--- config.mk ---
export PLATFORM = sky130hd
export DESIGN_NAME = id_ex_stage_flat
export DESIGN_NICKNAME = d
export VERILOG_FILES = /design/src/rtl/id_ex_stage_if.sv /design/src/rtl/id_ex_stage.sv /design/src/flat_wrapper.sv
export SDC_FILE = /design/constraint.sdc
export NUM_CORES = 1
export LEC_CHECK = 0
export BUFFER_PORTS_ARGS = -buffer_cell sky130_fd_sc_hd__buf_2
export CORE_AREA = 2 2 147 149
export CTS_CLUSTER_SIZE = 16
export DETAILED_ROUTE_END_ITERATION = 16
export DIE_AREA = 0 0 149 151
export GPL_ROUTABILITY_DRIVEN = 1
export PLACE_DENSITY = 0.65
export SLEW_MARGIN = 40
export SYNTH_ARGS = -nofsm -noshare
export SYNTH_HDL_FRONTEND = slang
export SYNTH_SLANG_ARGS = --single-unit
--- constraint.sdc ---
create_clock -name clk -period 2.4 [get_ports clk]
set_clock_uncertainty 0.1 [all_clocks]
set_input_delay 0.36 -clock clk [delete_from_list [all_inputs] [get_ports clk]]
set_output_delay 0.36 -clock clk [all_outputs]
set_load 0.02 [all_outputs]
--- src/rtl/id_ex_stage_if.sv ---
// Bundle of decode-side inputs, forwarding sources and EX-side outputs of the
// ID/EX stage. The stage uses the slave view; the upstream/driver uses master.
interface id_ex_stage_if #(
  parameter int XLEN    = 32,
  parameter int REGADDR = 5
);
  // decode stage
  logic               in_valid;
  logic [XLEN-1:0]    in_pc;
  logic [6:0]         in_opcode;
  logic [2:0]         in_funct3;
  logic               in_funct7b5;
  logic [REGADDR-1:0] in_rs1;
  logic [REGADDR-1:0] in_rs2;
  logic [REGADDR-1:0] in_rd;
  logic [XLEN-1:0]    in_rs1_data;
  logic [XLEN-1:0]    in_rs2_data;
  logic [XLEN-1:0]    in_imm;
  // forwarding sources
  logic [REGADDR-1:0] exm_rd;
  logic               exm_regwrite;
  logic [XLEN-1:0]    exm_data;
  logic [REGADDR-1:0] wb_rd;
  logic               wb_regwrite;
  logic [XLEN-1:0]    wb_data;
  logic               flush;
  // EX stage side
  logic               stall_req;
  logic               out_valid;
  logic [XLEN-1:0]    alu_x;
  logic [XLEN-1:0]    alu_y;
  logic [3:0]         alu_fn;
  logic [XLEN-1:0]    store_data;
  logic [XLEN-1:0]    out_pc;
  logic [REGADDR-1:0] out_rd;
  logic               out_regwrite;
  logic               out_memread;
  logic               out_memwrite;
  logic               out_branch;
  logic               out_illegal;

  modport master (
    output in_valid, in_pc, in_opcode, in_funct3, in_funct7b5, in_rs1, in_rs2, in_rd,
           in_rs1_data, in_rs2_data, in_imm, exm_rd, exm_regwrite, exm_data,
           wb_rd, wb_regwrite, wb_data, flush,
    input  stall_req, out_valid, alu_x, alu_y, alu_fn, store_data, out_pc, out_rd,
           out_regwrite, out_memread, out_memwrite, out_branch, out_illegal
  );

  modport slave (
    input  in_valid, in_pc, in_opcode, in_funct3, in_funct7b5, in_rs1, in_rs2, in_rd,
           in_rs1_data, in_rs2_data, in_imm, exm_rd, exm_regwrite, exm_data,
           wb_rd, wb_regwrite, wb_data, flush,
    output stall_req, out_valid, alu_x, alu_y, alu_fn, store_data, out_pc, out_rd,
           out_regwrite, out_memread, out_memwrite, out_branch, out_illegal
  );
endinterface

--- src/rtl/id_ex_stage.sv ---
// ID/EX pipeline register: decodes the ALU function, resolves operand
// forwarding, detects load-use hazards and registers everything for EX.
module id_ex_stage #(
  parameter int XLEN    = 32,
  parameter int REGADDR = 5
) (
  input logic          clk,
  input logic          rst_n,
  id_ex_stage_if.slave bus
);
  localparam logic [6:0] OP_R      = 7'b0110011;
  localparam logic [6:0] OP_I      = 7'b0010011;
  localparam logic [6:0] OP_LOAD   = 7'b0000011;
  localparam logic [6:0] OP_STORE  = 7'b0100011;
  localparam logic [6:0] OP_BRANCH = 7'b1100011;

  localparam logic [3:0] ALU_ADD = 4'b0010;
  localparam logic [3:0] ALU_SUB = 4'b0110;
  localparam logic [3:0] ALU_AND = 4'b0000;
  localparam logic [3:0] ALU_OR  = 4'b0001;
  localparam logic [3:0] ALU_XOR = 4'b0011;
  localparam logic [3:0] ALU_SLL = 4'b0100;
  localparam logic [3:0] ALU_SRL = 4'b1000;

  logic [3:0]         fn_next;
  logic               regwrite_next;
  logic               memread_next;
  logic               memwrite_next;
  logic               branch_next;
  logic               illegal_next;
  logic               uses_rs2;
  logic               use_imm;

  logic [REGADDR-1:0] rs_idx   [2];
  logic [XLEN-1:0]    rf_data  [2];
  logic [XLEN-1:0]    fwd_data [2];

  logic [XLEN-1:0]    x_next;
  logic [XLEN-1:0]    y_next;
  logic               hazard;

  logic               valid_reg;
  logic [XLEN-1:0]    x_reg;
  logic [XLEN-1:0]    y_reg;
  logic [3:0]         fn_reg;
  logic [XLEN-1:0]    store_reg;
  logic [XLEN-1:0]    pc_reg;
  logic [REGADDR-1:0] rd_reg;
  logic               regwrite_reg;
  logic               memread_reg;
  logic               memwrite_reg;
  logic               branch_reg;
  logic               illegal_reg;

  // Decode opcode/funct3/funct7[5] into ALU code, controls and operand usage
  always_comb begin
    fn_next       = ALU_ADD;
    regwrite_next = 1'b0;
    memread_next  = 1'b0;
    memwrite_next = 1'b0;
    branch_next   = 1'b0;
    illegal_next  = 1'b0;
    uses_rs2      = 1'b0;
    use_imm       = 1'b0;
    case (bus.in_opcode)
      OP_R, OP_I: begin
        regwrite_next = 1'b1;
        uses_rs2      = (bus.in_opcode == OP_R);
        use_imm       = (bus.in_opcode == OP_I);
        case (bus.in_funct3)
          3'b000:  fn_next = (bus.in_opcode == OP_R && bus.in_funct7b5) ? ALU_SUB : ALU_ADD;
          3'b111:  fn_next = ALU_AND;
          3'b110:  fn_next = ALU_OR;
          3'b100:  fn_next = ALU_XOR;
          3'b001:  fn_next = ALU_SLL;
          3'b101: begin
            // arithmetic right shift is not supported by this ALU
            if (bus.in_funct7b5) illegal_next = 1'b1;
            else                 fn_next = ALU_SRL;
          end
          default: illegal_next = 1'b1;
        endcase
      end
      OP_LOAD: begin
        use_imm       = 1'b1;
        memread_next  = 1'b1;
        regwrite_next = 1'b1;
      end
      OP_STORE: begin
        use_imm       = 1'b1;
        uses_rs2      = 1'b1;
        memwrite_next = 1'b1;
      end
      OP_BRANCH: begin
        fn_next     = ALU_SUB;
        uses_rs2    = 1'b1;
        branch_next = 1'b1;
      end
      default: illegal_next = 1'b1;
    endcase
    // an illegal instruction must not write anything or redirect control flow
    if (illegal_next) begin
      regwrite_next = 1'b0;
      memread_next  = 1'b0;
      memwrite_next = 1'b0;
      branch_next   = 1'b0;
    end
  end

  assign rs_idx[0]  = bus.in_rs1;
  assign rs_idx[1]  = bus.in_rs2;
  assign rf_data[0] = bus.in_rs1_data;
  assign rf_data[1] = bus.in_rs2_data;

  generate
    for (genvar gi = 0; gi < 2; gi++) begin : g_fwd
      // Per-operand forwarding: EX/MEM wins over MEM/WB; x0 is never forwarded
      always_comb begin
        fwd_data[gi] = rf_data[gi];
        if (bus.exm_regwrite && bus.exm_rd != '0 && bus.exm_rd == rs_idx[gi])
          fwd_data[gi] = bus.exm_data;
        else if (bus.wb_regwrite && bus.wb_rd != '0 && bus.wb_rd == rs_idx[gi])
          fwd_data[gi] = bus.wb_data;
      end
    end
  endgenerate

  assign x_next = fwd_data[0];
  assign y_next = use_imm ? bus.in_imm : fwd_data[1];

  // A load in EX cannot forward in time; hold decode when its rd is consumed
  assign hazard = bus.in_valid && valid_reg && memread_reg && (rd_reg != '0) &&
                  ((rd_reg == bus.in_rs1) || (uses_rs2 && rd_reg == bus.in_rs2));
  assign bus.stall_req = hazard && !bus.flush;

  // Pipeline register: flush, hazard and idle decode all insert a bubble
  always_ff @(posedge clk or negedge rst_n) begin
    if (!rst_n) begin
      valid_reg    <= 1'b0;
      x_reg        <= '0;
      y_reg        <= '0;
      fn_reg       <= '0;
      store_reg    <= '0;
      pc_reg       <= '0;
      rd_reg       <= '0;
      regwrite_reg <= 1'b0;
      memread_reg  <= 1'b0;
      memwrite_reg <= 1'b0;
      branch_reg   <= 1'b0;
      illegal_reg  <= 1'b0;
    end else if (bus.flush || hazard || !bus.in_valid) begin
      valid_reg    <= 1'b0;
      x_reg        <= '0;
      y_reg        <= '0;
      fn_reg       <= '0;
      store_reg    <= '0;
      pc_reg       <= '0;
      rd_reg       <= '0;
      regwrite_reg <= 1'b0;
      memread_reg  <= 1'b0;
      memwrite_reg <= 1'b0;
      branch_reg   <= 1'b0;
      illegal_reg  <= 1'b0;
    end else begin
      valid_reg    <= 1'b1;
      x_reg        <= x_next;
      y_reg        <= y_next;
      fn_reg       <= fn_next;
      store_reg    <= fwd_data[1];
      pc_reg       <= bus.in_pc;
      rd_reg       <= bus.in_rd;
      regwrite_reg <= regwrite_next;
      memread_reg  <= memread_next;
      memwrite_reg <= memwrite_next;
      branch_reg   <= branch_next;
      illegal_reg  <= illegal_next;
    end
  end

  assign bus.out_valid    = valid_reg;
  assign bus.alu_x        = x_reg;
  assign bus.alu_y        = y_reg;
  assign bus.alu_fn       = fn_reg;
  assign bus.store_data   = store_reg;
  assign bus.out_pc       = pc_reg;
  assign bus.out_rd       = rd_reg;
  assign bus.out_regwrite = regwrite_reg;
  assign bus.out_memread  = memread_reg;
  assign bus.out_memwrite = memwrite_reg;
  assign bus.out_branch   = branch_reg;
  assign bus.out_illegal  = illegal_reg;
endmodule

--- src/flat_wrapper.sv ---
// flat-port wrapper written by rule: the top's interface ports become plain ports
module id_ex_stage_flat 
#(
  parameter int XLEN    = 32,
  parameter int REGADDR = 5
)
  (clk, rst_n, bus_in_valid, bus_in_pc, bus_in_opcode, bus_in_funct3, bus_in_funct7b5, bus_in_rs1, bus_in_rs2, bus_in_rd, bus_in_rs1_data, bus_in_rs2_data, bus_in_imm, bus_exm_rd, bus_exm_regwrite, bus_exm_data, bus_wb_rd, bus_wb_regwrite, bus_wb_data, bus_flush, bus_stall_req, bus_out_valid, bus_alu_x, bus_alu_y, bus_alu_fn, bus_store_data, bus_out_pc, bus_out_rd, bus_out_regwrite, bus_out_memread, bus_out_memwrite, bus_out_branch, bus_out_illegal);
  id_ex_stage_if #(.XLEN(XLEN), .REGADDR(REGADDR)) bus_i ();
  input logic clk;
  input logic rst_n;
  input wire logic [$bits(bus_i.in_valid)-1:0] bus_in_valid;
  input wire logic [$bits(bus_i.in_pc)-1:0] bus_in_pc;
  input wire logic [$bits(bus_i.in_opcode)-1:0] bus_in_opcode;
  input wire logic [$bits(bus_i.in_funct3)-1:0] bus_in_funct3;
  input wire logic [$bits(bus_i.in_funct7b5)-1:0] bus_in_funct7b5;
  input wire logic [$bits(bus_i.in_rs1)-1:0] bus_in_rs1;
  input wire logic [$bits(bus_i.in_rs2)-1:0] bus_in_rs2;
  input wire logic [$bits(bus_i.in_rd)-1:0] bus_in_rd;
  input wire logic [$bits(bus_i.in_rs1_data)-1:0] bus_in_rs1_data;
  input wire logic [$bits(bus_i.in_rs2_data)-1:0] bus_in_rs2_data;
  input wire logic [$bits(bus_i.in_imm)-1:0] bus_in_imm;
  input wire logic [$bits(bus_i.exm_rd)-1:0] bus_exm_rd;
  input wire logic [$bits(bus_i.exm_regwrite)-1:0] bus_exm_regwrite;
  input wire logic [$bits(bus_i.exm_data)-1:0] bus_exm_data;
  input wire logic [$bits(bus_i.wb_rd)-1:0] bus_wb_rd;
  input wire logic [$bits(bus_i.wb_regwrite)-1:0] bus_wb_regwrite;
  input wire logic [$bits(bus_i.wb_data)-1:0] bus_wb_data;
  input wire logic [$bits(bus_i.flush)-1:0] bus_flush;
  output wire logic [$bits(bus_i.stall_req)-1:0] bus_stall_req;
  output wire logic [$bits(bus_i.out_valid)-1:0] bus_out_valid;
  output wire logic [$bits(bus_i.alu_x)-1:0] bus_alu_x;
  output wire logic [$bits(bus_i.alu_y)-1:0] bus_alu_y;
  output wire logic [$bits(bus_i.alu_fn)-1:0] bus_alu_fn;
  output wire logic [$bits(bus_i.store_data)-1:0] bus_store_data;
  output wire logic [$bits(bus_i.out_pc)-1:0] bus_out_pc;
  output wire logic [$bits(bus_i.out_rd)-1:0] bus_out_rd;
  output wire logic [$bits(bus_i.out_regwrite)-1:0] bus_out_regwrite;
  output wire logic [$bits(bus_i.out_memread)-1:0] bus_out_memread;
  output wire logic [$bits(bus_i.out_memwrite)-1:0] bus_out_memwrite;
  output wire logic [$bits(bus_i.out_branch)-1:0] bus_out_branch;
  output wire logic [$bits(bus_i.out_illegal)-1:0] bus_out_illegal;
  assign bus_i.in_valid = bus_in_valid;
  assign bus_i.in_pc = bus_in_pc;
  assign bus_i.in_opcode = bus_in_opcode;
  assign bus_i.in_funct3 = bus_in_funct3;
  assign bus_i.in_funct7b5 = bus_in_funct7b5;
  assign bus_i.in_rs1 = bus_in_rs1;
  assign bus_i.in_rs2 = bus_in_rs2;
  assign bus_i.in_rd = bus_in_rd;
  assign bus_i.in_rs1_data = bus_in_rs1_data;
  assign bus_i.in_rs2_data = bus_in_rs2_data;
  assign bus_i.in_imm = bus_in_imm;
  assign bus_i.exm_rd = bus_exm_rd;
  assign bus_i.exm_regwrite = bus_exm_regwrite;
  assign bus_i.exm_data = bus_exm_data;
  assign bus_i.wb_rd = bus_wb_rd;
  assign bus_i.wb_regwrite = bus_wb_regwrite;
  assign bus_i.wb_data = bus_wb_data;
  assign bus_i.flush = bus_flush;
  assign bus_stall_req = bus_i.stall_req;
  assign bus_out_valid = bus_i.out_valid;
  assign bus_alu_x = bus_i.alu_x;
  assign bus_alu_y = bus_i.alu_y;
  assign bus_alu_fn = bus_i.alu_fn;
  assign bus_store_data = bus_i.store_data;
  assign bus_out_pc = bus_i.out_pc;
  assign bus_out_rd = bus_i.out_rd;
  assign bus_out_regwrite = bus_i.out_regwrite;
  assign bus_out_memread = bus_i.out_memread;
  assign bus_out_memwrite = bus_i.out_memwrite;
  assign bus_out_branch = bus_i.out_branch;
  assign bus_out_illegal = bus_i.out_illegal;
  id_ex_stage #(.XLEN(XLEN), .REGADDR(REGADDR)) u_core (.clk(clk), .rst_n(rst_n), .bus(bus_i));
endmodule
==> flow_summary.toml, run 1 <==
[yosys]
ys_ff_latch = 143
synth_area_leader_cell = "dfrtp_1"
synth-edff-count = 0
synthArstFlopShare_pct = 100
ys_top_cells_by_count = "dfrtp_1 (143), nor2_1 (70), clkbuf_1 (43), nand2_1 (40), and2_1 (38)"
yosysWarnings = 0
synth_top_area_share_pct = 48.2
ys_types = 43
syn_area_sq_mm = 0.00743
mappedNetlistNets = 962
yosysMostFrequentCell = "dfrtp_1"
synth_area_leaders = "dfrtp_1 (48%), a32o_1 (4.3%), mux2i_1 (4.3%)"
synthFlopType = "dfrtp_1"
syn_area_per_cell_sq_um = 10.2
synth_cells = 728
ys_seq_area_share_pct = 48.2

[power]
combPwrFrac_pct = 17.8
peakVddDrop_v = 0.000422
p_sw_mw = 1.94
p_int_mw = 4.42
switching_share_pct = 30.5
seqPwrFrac_pct = 39.9
finalPower_mw = 6.37
p_leak_nw = 5.16
power.clock.fraction_pct = 42.3
powerDensity_mw_per_mm2 = 612

[sta]
hold_viol = 0
timing.fmax_mhz = 422
drv_slew = 0
fin_crit_ns = 2.37
tightest_slew_ns = 0.535
post-route-period-util_pct = 98.8
relSlewSlack_pct = 64.4
setup_viol = 0
rsz0062_at_grt = "yes"

[detailed_routing]
drt-initial-drc-count = 459
wl_per_cell_um = 20.5
antenna_left = 0
vias_per_cell = 5.33
vias = 7357
finalWirelength_mm = 28.3
drc = 0
drt_pre_antenna_iters = 5

[floorplanning]
die_w_um = 149
die_area_sq_mm = 0.0225
start_util_pct = 35.7
die_y_um = 151
core-area_sq_mm = 0.0208
core.rowCount = 53
io_pins = 378

[worst_setup_path]
critPathMaxFanout = 2
path_class = "register to output pin"
cp.arrival_ns = 1.91
worstPathRequired_ns = 1.94
cp-start-kind = "register"
worst_setup_path_end_kind = "output pin"

[clock_tree]
htree_levels = 4
cts_tree = "yes"
cts.path.max_buffers = 2
clock_latency_ns = 0.43
clkTransAtPathRegs_ns = 0.07
cts_num_sinks = 143
ctsRootBufferMaster = "clkbuf_16"
numCtsBuffers = 17

[grt]
grt_pass1_wl_mm = 41.8
antenna_found_initial = 1
first_global_vias = 7192
grt-ovfl-total = 0
grt_max_degree = 65
track_usage_pct = 24.6

[flow_run]
drv_cap = 0

[cells_and_area]
design_area_sq_mm = 0.0104
layout.nets = 1325
layout-drive-gt1-share_pct = 44.8
area_delta_synth_final_pct = 39.9

[placement]
place_area_sq_mm = 0.00977
dpl.hpwl_mm = 20.8
port_buffers = 377
globalplace.congestion = 0.828

[worst_hold_path]
hold_class = "input pin to register"

[run_status]
status = "complete, no violations"
[placed cells by master, fill, tap and decap left out, types with 4 or more instances in the layout]
master and n:
nand2_1 38, inv_6 7, a311oi_1 32, nor3_1 4, nand2b_1 4, xor2_1 6, a21oi_1 5, buf_4 30
inv_1 34, xnor2_1 24, a32o_1 32, a21oi_2 30, a31o_1 30, mux2i_1 32, dfrtp_1 143, a211oi_1 32
o31ai_1 32, buf_2 375, nand4_1 34, clkbuf_16 17, buf_12 11, and2_1 38, nor2_1 69, inv_8 4
[critical path, stage by stage, from the launching register on]
cell	delay (ns)
dfrtp_1	0.40
xor2_1	0.16
or3_1	0.36
o22ai_2	0.20
nand4_1	0.10
nor2_1	0.10
buf_4	0.15
[per-layer routing]
layer / global-route usage, % / vias to the layer above / routed length [um]
li1: - / 3403 / -
met1: 31.4 / 3554 / 11700
met2: 41.6 / 354 / 13900
met3: 5.63 / 46 / 2190
met4: 7.90 / 0 / 535
met5: 0 / - / 0
[final timing paths]
path,cells past startpoint,start,to,slack (ns)
setup / recovery,6,u_core.bus.out_rd[3]$_DFF_PN0_,bus_stall_req,0.03
hold / removal,2,bus_in_pc[4],u_core.bus.out_pc[4]$_DFF_PN0_,0.03
setup reg to reg,7,u_core.bus.out_rd[3]$_DFF_PN0_,u_core.bus.store_data[20]$_DFF_PN0_,0.20
hold reg to reg,2,u_core.bus.out_memread$_DFF_PN0_,u_core.bus.out_valid$_DFF_PN0_,0.87
max in group asynchronous,3,rst_n,u_core.bus.alu_y[20]$_DFF_PN0_,1.17
min in group asynchronous,2,rst_n,u_core.bus.alu_x[29]$_DFF_PN0_,0.37
[through the flow]
step	hold WS [ns]	util [%]	setup TNS (ns)	std cells	setup WS, ns
floorplan	-0.0356	-	0	728	0.226
global placement	0.260	46.9	0	1344	0.0373
detailed placement	0.261	46.9	0	1344	0.0382
CTS	0.0113	49.9	0	1378	0.0114
global route	0.0185	49.9	-0.0985	1379	-0.0985
finish	0.0293	49.9	0	1380	0.0297
[power by group through the flow]
stage / registers [mW] / logic (mW) / clock network, mW
global route: 2.55 / 1.22 / 2.85
floorplan: 2.71 / 0.416 / 0
CTS: 2.54 / 1.14 / 2.74
detailed placement: 2.58 / 1.13 / 0
finish: 2.54 / 1.13 / 2.69
global placement: 2.59 / 1.12 / 0
[final cells by class]
class                   instances  area (sq um)
well taps                     275           344
clock inverters                15           160
fillers                      1961         10400
inverters                      35           131
multi-input cells             476          3410
flip-flops and latches        143          3580
clock buffers                  17           425
repair buffers                418          2340
diodes                          1          2.50
[logic make-up (layout without fill, tap and decap cells)]
family | count (synthesis) | count (layout) | synth area share (%)
mux | 32 | 32 | 4.31
simple gates | 211 | 211 | 14.4
compound gates | 203 | 203 | 23.0
xor+xnor | 30 | 30 | 3.54
other cells | 0 | 1 | 0
buf+inv | 109 | 485 | 6.57
flops | 143 | 143 | 48.2
[registers in the layout, summed over array words and instances, names as in the netlist]
name,count
u_core.bus.alu_x,32
u_core.bus.alu_y,32
u_core.bus.out_pc,32
u_core.bus.store_data,32
u_core.bus.out_rd,5
u_core.bus.alu_fn,4
u_core.bus.out_branch,1
u_core.bus.out_illegal,1
u_core.bus.out_memread,1
u_core.bus.out_memwrite,1
u_core.bus.out_regwrite,1
u_core.bus.out_valid,1
[timing repair]
| action | in CTS | in global routing |
|---|---|---|
| hold buffers | 1 | 0 |
| gates resized for setup | 2 | 0 |
| endpoints found under the hold margin | 48 | 0 |
| setup endpoints to repair | 1 | 1 |
| pin swaps | 0 | 3 |
| buffers inserted | 1 | 1 |
(Power assumes the default switching activity.)
==> inputs of run 2 (changes only) <==
--- a/config.mk
+++ b/config.mk
@@ -11,7 +11,7 @@
 export DETAILED_ROUTE_END_ITERATION = 16
 export DIE_AREA = 0 0 149 151
 export GPL_ROUTABILITY_DRIVEN = 1
-export PLACE_DENSITY = 0.65
+export PLACE_DENSITY_LB_ADDON = 0.08
 export SLEW_MARGIN = 40
 export SYNTH_ARGS = -nofsm -noshare
 export SYNTH_HDL_FRONTEND = slang
==> constraint.sdc (replaced) <==
create_clock -name clk -period 2.7 [get_ports clk]
set_clock_uncertainty 0.1 [all_clocks]
set_input_delay 0.405 -clock clk [delete_from_list [all_inputs] [get_ports clk]]
set_output_delay 0.405 -clock clk [all_outputs]
set_load 0.02 [all_outputs]
==> flow_summary.toml, run 2 (synthesis gave the netlist of run 1 again) <==
[worst_setup_path]
cp.arrival_ns = 2.01
worst_setup_path_end_kind = "output pin"
cp-start-kind = "register"
path_class = "register to output pin"
worstPathRequired_ns = 2.19
critPathMaxFanout = 4

[clock_tree]
postCtsSetupRepairBufs = 0
cts_tree = "yes"
cts.path.max_buffers = 2
cts_num_sinks = 143
ctsRootBufferMaster = "clkbuf_16"
htree_levels = 4
clkTransAtPathRegs_ns = 0.06
numCtsBuffers = 17
clock_latency_ns = 0.42
cts_resized = 0

[grt]
grt-ovfl-total = 0
antenna_found_initial = 8
track_usage_pct = 24.0
first_global_vias = 7200
grt_max_degree = 67
grt_pass1_wl_mm = 40.7

[detailed_routing]
drt_pre_antenna_iters = 5
vias_per_cell = 5.28
antenna_left = 0
vias = 7293
wl_per_cell_um = 20.1
finalWirelength_mm = 27.7
drt-initial-drc-count = 357
drc = 0

[power]
powerDensity_mw_per_mm2 = 545
peakVddDrop_v = 0.000432
finalPower_mw = 5.63
p_leak_nw = 5.11

[placement]
globalplace.congestion = 0.848
dp_slack_ns = 0.119
port_buffers = 377
dpl.hpwl_mm = 20.9

[sta]
hold_viol = 0
drv_slew = 0
setup_tns_ns = 0
relSlewSlack_pct = 53.9
tightest_slew_ns = 0.692
rsz0062_at_grt = "no"
setup_viol = 0
post-route-period-util_pct = 93.0
timing.fmax_mhz = 398
holdWs_ns = 0.0757
post-route-worst-setup-slack_ns = 0.188
fin_crit_ns = 2.51

[floorplanning]
die_area_sq_mm = 0.0225
core.rowCount = 53
start_util_pct = 35.7
core-area_sq_mm = 0.0208
io_pins = 378
die_y_um = 151
die_w_um = 149

[cells_and_area]
layout-drive-gt1-share_pct = 44.1
utilization_pct = 49.7
layout.nets = 1319
area_delta_synth_final_pct = 39.2
final_common_cell = "buf_2"
final_cell_mix = "buf_2 (376), dfrtp_1 (143), nor2_1 (69)"

[flow_run]
drv_cap = 0

[worst_hold_path]
hold_class = "input pin to register"

[run_status]
status = "complete, no violations"
[run 2: changes by cell type in the layout (fill, tap and decap cells not counted), moves of 2 or more]
| cell | delta |
|---|---|
| inv_6 | -4 |
| inv_8 | -3 |
| clkinv_4 | +2 |
| nand2_2 | -2 |
| diode_2 | +6 |
| buf_4 | -6 |
| nand2_1 | +2 |
| clkinvlp_4 | +2 |
[run 2: critical path, stage by stage, from the launching register on]
cell and delay, ns:
dfrtp_1 0.44, xor2_1 0.18, or3_1 0.34, o22ai_1 0.22
nand4_1 0.12, nor2_1 0.10, buf_2 0.18
[run 2: what timing repair did]
| action | CTS | global route |
|---|---|---|
| hold buffers | 1 | 0 |
| endpoints found under the setup margin | 0 | 0 |
| endpoints found under the hold margin | 63 | 0 |
[run 2: worst paths after layout]
kind                                                  start                         endpoint  slack (ns)  cells past startpoint
max reg2reg                  u_core.bus.out_rd[3]$_DFF_PN0_  u_core.bus.out_pc[17]$_DFF_PN0_        0.41                      6
max in group asynchronous                             rst_n   u_core.bus.alu_y[29]$_DFF_PN0_        1.34                      3
min in group asynchronous                             rst_n    u_core.bus.alu_x[6]$_DFF_PN0_        0.47                      2
min                                           bus_in_pc[11]  u_core.bus.out_pc[11]$_DFF_PN0_        0.08                      2
max                          u_core.bus.out_rd[3]$_DFF_PN0_                    bus_stall_req        0.19                      6
min reg2reg                u_core.bus.out_memread$_DFF_PN0_   u_core.bus.alu_y[22]$_DFF_PN0_        0.68                      2
[run 2: through the flow]
step / instances / instance area, sq um
after floorplan: 728 / 7430
final: 1380 / 10300
after CTS: 1373 / 10300
after detailed placement: 1340 / 9720
after global routing: 1380 / 10300
after global placement: 1340 / 9720
[run 2: per-layer routing]
metal	global-route usage, %	wire [um]	vias to the layer above
met5	0	13	-
met4	9.19	618	2
met3	5.45	2000	36
met2	39.9	13600	316
met1	30.7	11500	3543
li1	-	-	3396
[run 2: power by group]
part	switching, mW	internal, mW
combinational	0.603	0.377
sequential	0.0296	2.23
clock	1.02	1.38
[run 2: final cells by class]
type	count	area (sq um)
antenna	7	17.5
timing repair buffer	412	2280
clock buffer	18	429
clock inverter	14	159
fill	2069	10500
sequential	143	3580
inverter	35	131
tap	275	344
multi-input combinational	476	3400
